$ cat config.mk
export PLATFORM = sky130hd
export DESIGN_NAME = mem_access_sequencer
export DESIGN_NICKNAME = d
export VERILOG_FILES = /design/src/rtl/mem_access_sequencer.sv
export SDC_FILE = /design/constraint.sdc
export NUM_CORES = 1
export LEC_CHECK = 0
export CORE_MARGIN = 10
export CORE_UTILIZATION = 41
export DETAILED_ROUTE_END_ITERATION = 8
export GPL_ROUTABILITY_DRIVEN = 0
export PLACE_DENSITY_LB_ADDON = 0.3
export SETUP_SLACK_MARGIN = 0.5
export SLEW_MARGIN = 20
export SYNTH_ARGS = -nofsm -noshare
export SYNTH_HDL_FRONTEND = slang
export SYNTH_SLANG_ARGS = --single-unit
$ cat constraint.sdc
create_clock -name CLK -period 1.4 [get_ports CLK]
set_input_delay 0.28 -clock CLK [delete_from_list [all_inputs] [get_ports CLK]]
set_output_delay 0.28 -clock CLK [all_outputs]
set_load 0.02 [all_outputs]
$ cat src/rtl/mem_access_sequencer.sv
// Sequences one load/store at a time into MemorySystem. A store takes 2 cycles. A load
// raises resp_valid READ_LATENCY+2 edges after acceptance and holds it until resp_ready.
module mem_access_sequencer #(
   parameter int READ_LATENCY = 1,
   parameter int CNT_WIDTH    = 16
) (
   input  logic                 CLK,
   input  logic                 RST_N,
   input  logic                 req_valid,
   output logic                 req_ready,
   input  logic                 req_write,
   input  logic [1:0]           req_addr_sel,
   input  logic                 req_data_sel,
   output logic [1:0]           mem_addr,
   output logic                 mem_data,
   output logic                 mem_write,
   input  logic [15:0]          read_data,
   output logic                 resp_valid,
   output logic [15:0]          resp_data,
   input  logic                 resp_ready,
   output logic                 busy,
   output logic [CNT_WIDTH-1:0] rd_count,
   output logic [CNT_WIDTH-1:0] wr_count
);

   localparam logic [1:0] LAT_INIT = 2'(READ_LATENCY - 1);

   typedef enum logic [1:0] {
      IDLE  = 2'd0,
      ISSUE = 2'd1,
      WAIT  = 2'd2,
      RESP  = 2'd3
   } state_t;

   state_t     state, state_nxt;
   logic [1:0] lat_cnt;
   logic       accept, load_lat, capture, resp_done;

   always_ff @(posedge CLK or negedge RST_N) begin
      if (!RST_N) state <= IDLE;
      else        state <= state_nxt;
   end

   always_comb begin
      state_nxt = state;
      accept    = 1'b0;
      load_lat  = 1'b0;
      capture   = 1'b0;
      resp_done = 1'b0;
      case (state)
         IDLE: begin
            if (req_valid) begin
               accept    = 1'b1;
               state_nxt = ISSUE;
            end
         end
         ISSUE: begin
            // mem_write still carries the accepted request type here
            if (mem_write) begin
               state_nxt = IDLE;
            end else begin
               load_lat  = 1'b1;
               state_nxt = WAIT;
            end
         end
         WAIT: begin
            if (lat_cnt == 2'd0) begin
               capture   = 1'b1;
               state_nxt = RESP;
            end
         end
         RESP: begin
            if (resp_ready) begin
               resp_done = 1'b1;
               state_nxt = IDLE;
            end
         end
         default: state_nxt = IDLE;
      endcase
   end

   assign req_ready = (state == IDLE);
   assign busy      = (state != IDLE);

   always_ff @(posedge CLK or negedge RST_N) begin
      if (!RST_N) begin
         mem_addr   <= 2'd0;
         mem_data   <= 1'b0;
         mem_write  <= 1'b0;
         resp_valid <= 1'b0;
         resp_data  <= 16'd0;
         rd_count   <= '0;
         wr_count   <= '0;
         lat_cnt    <= 2'd0;
      end else begin
         if (accept) begin
            mem_addr  <= req_addr_sel;
            mem_data  <= req_data_sel;
            mem_write <= req_write;
         end
         if (state == ISSUE) begin
            mem_write <= 1'b0;
            if (mem_write) wr_count <= wr_count + CNT_WIDTH'(1);
         end
         if (load_lat) begin
            lat_cnt <= LAT_INIT;
         end else if (state == WAIT && lat_cnt != 2'd0) begin
            lat_cnt <= lat_cnt - 2'd1;
         end
         if (capture) begin
            resp_data  <= read_data;
            resp_valid <= 1'b1;
         end
         if (resp_done) begin
            resp_valid <= 1'b0;
            rd_count   <= rd_count + CNT_WIDTH'(1);
         end
      end
   end

endmodule

==> impl_metrics.yaml <==
route:
  first_iter_violations: 41
  ant_nets: 0
  via_per_inst: 4.85
  routed_wl_um: 7440
  post_drt_wl_per_cell_um: 16.9
  num_vias: 2136
  remaining_drc_errors: 0
  first_pass_iters: 4
die:
  start_util_pct: 41.8
  core_um2: 5890
  num_rows: 28
  die_h_um: 97.4
  num_io_pins: 79
  die_x_um: 97.4
  die_area_um2: 9490
global_route:
  grtUsageTotal_pct: 14.8
  grt_antenna_before_repair: 0
  grt_pass1_wl_um: 11500
  grt_overflow: 0
  grt_pass1_vias: 2232
  grt_max_degree: 58
synthesis:
  ys_ff_latch: 57
  yosysTopAreaCell: "dfrtp_1"
  syn_nets: 226
  postSynthAreaPerCell_um2: 12.4
  seq_area_frac_synth_pct: 58.0
  synth_cell_types: 27
  yosysTopAreaCellShare_pct: 58.0
  syn_area_um2: 2460
  yosys-top-cells-area: "dfrtp_1 58%, mux2_2 9.6%, xnor2_1 7.8%, xor2_1 2.8%, nand2_1 2.4%"
  synthCells: 199
  synth_async_sr_flop_share_pct: 100
  synth_edf_count: 0
  synth_ff_type: "dfrtp_1"
  synth_warnings: 0
layout:
  layout-drive-gt1-share_pct: 62.7
  stdcell_count: 440
  fin_nets: 387
  design_area_um2: 4600
  n_fill_cell: 373
  antenna_cells: 0
  area_growth_pct: 87.3
timing:
  period_needed_ns: 1.46
  tightestPinTransition_ns: 0.328
  slew_headroom_pct: 77.9
  whs_ns: 0.495
  setup_ws_ns: -0.0596
  maxSlewViolCount: 0
  skew_ns: 0.00832
  fmax_mhz: 685
  finalCritPeriodShare_pct: 104
  fin_tns_setup_ns: -0.319
  hold_viol_final: 0
  rsz0062_at_grt: "true"
  setup_viol: 15
clock_tree:
  cts_made_buffers: 9
  cts_tree: "built"
  cts_max_level: 3
  clock_latency_ns: 0.33
  clk_pin_slew_ns: 0.07
  cts_root_buf: "clkbuf_8"
  cts.sinks: 57
  cts_buffer_depth: 2
setup_path:
  cp_slowest_cell: "dfrtp_1"
  cp_max_fo: 4
  rrSetupSlack_ns: -0.06
  start_kind: "flop"
  path_class: "reg -> reg"
  arrival_ns: 1.70
  path_cells: "buf_6 > nand3b_1 > nor4_4 > nand3_1 > xnor2_1"
  cpPeakStageDelay_ns: 0.40
  required_ns: 1.65
  critPathCaptureType: "flop"
power:
  peakVddDrop_v: 0.00126
  power.total_uw: 8220
  power.density_nw_per_um2: 1780
  p_leak_uw: 0.00220
outcome:
  outcome: "complete, but fails checks"
  violations: "negative setup slack"
job:
  maxCapViolations: 0
hold_path:
  hold_path_class: "reg -> reg"
placement:
  port_buffers: 78
  place_area_um2: 3650
  hpwl_um: 4630
  placedCellCount: 375
[cell type report]
| cell class | count | area [um2] | share of cell area (%) |
|---|---|---|---|
| Clock buffer | 10 | 138 | 2.99 |
| Multi-Input combinational cell | 129 | 1320 | 28.6 |
| Inverter | 9 | 38.8 | 0.842 |
| Timing Repair Buffer | 154 | 1530 | 33.2 |
| Tap cell | 75 | 93.8 | 2.04 |
| Clock inverter | 6 | 43.8 | 0.951 |
| Sequential cell | 57 | 1450 | 31.4 |
[cells in the mapped netlist, drive strengths merged, types with 2 or more instances]
cell type and instances:
nor4 2, nand3 9, xor2 8, nand4 4
nor2 6, a21oi 4, inv 9, and3 6
nor3 6, or2 2, nand3b 5, o21ai 7
dfrtp 57, nor2b 2, ha 3, clkbuf 2
xnor2 22, mux2 21, buf 2, nand2 16
[per-stage QoR]
step           setup WS [ns]  utilization (%)
4_1_cts              -0.0986             73.8
3_5_place_dp          -0.396             62.0
3_3_place_gp          -0.332             62.0
2_1_floorplan        -0.0297                -
5_1_grt               -0.137             78.2
6_report             -0.0596             78.2
[report_power, final]
group | switching, uW | total [uW] | internal (uW)
combinational | 1830 | 4310 | 2480
sequential | 403 | 2530 | 2130
clock | 687 | 1370 | 688
[worst max-delay path, delay by kind of cell, from the launching register on]
kind	cells	cell delay, ns
DFF	1	0.40
buffers and inverters	1	0.14
xor gates and xnor gates	1	0.19
and+or+nand+nor	3	0.65
[placed cells by master, fill, tap and decap left out, types with 5 or more instances in the layout]
cell and n:
xor2_1 8, xnor2_2 6, nand3b_1 5, dfrtp_2 16
nand3_1 5, xnor2_1 16, nor2_4 6, buf_6 78
dfrtp_1 41, clkbuf_8 10, inv_1 5, clkdlybuf4s50_1 22
nand2_1 12, mux2_4 20, buf_4 50, o21ai_1 6
[worst paths after layout]
path                                    startpoint                        to  cells after the start
max reg2reg                                   flop  wr_count[13]$_DFFE_PN0P_                      5
min reg2reg                wr_count[8]$_DFFE_PN0P_   wr_count[8]$_DFFE_PN0P_                      1
max in group asynchronous                    RST_N   rd_count[6]$_DFFE_PN0P_                      3
min in group asynchronous                    RST_N  wr_count[11]$_DFFE_PN0P_                      3
max                                           flop  wr_count[13]$_DFFE_PN0P_                      5
min                        wr_count[8]$_DFFE_PN0P_   wr_count[8]$_DFFE_PN0P_                      1
[sequential cells by signal (all words and copies together) (netlist names), named ones only]
name,count
mem_data,1
resp_valid,1
mem_write,1
lat_cnt,2
rd_count,16
resp_data,16
wr_count,16
state,1
mem_addr,2
[what timing repair did]
| item | in CTS | in global routing |
|---|---|---|
| gates resized for setup | 382 | 31 |
| endpoints found under the hold margin | 57 | 0 |
| pin swaps | 23 | 13 |
| cloned | 0 | 0 |
| setup endpoints to repair | 112 | 112 |
| hold buffers | 1 | 0 |
| setup buffers | 31 | 17 |
[metal layers]
| metal | GRT usage (%) | wire length [um] | vias to the layer above |
|---|---|---|---|
| met5 | 0 | 0 | - |
| met3 | 3.98 | 400 | 10 |
| li1 | - | - | 999 |
| met2 | 25.5 | 3870 | 64 |
| met4 | 6.38 | 106 | 0 |
| met1 | 16.8 | 3060 | 1063 |
[cells by family after synthesis]
| logic type | after synthesis | synth area share [%] |
|---|---|---|
| and+or+nand+nor | 62 | 15.2 |
| DFF | 57 | 58.0 |
| xor gates and xnor gates | 30 | 10.7 |
| muxes | 22 | 10.0 |
| buffers and inverters | 13 | 2.09 |
| AOI/OAI and AO/OA | 12 | 2.49 |
| adders and majority gates | 3 | 1.53 |
(Power assumes the default switching activity.)
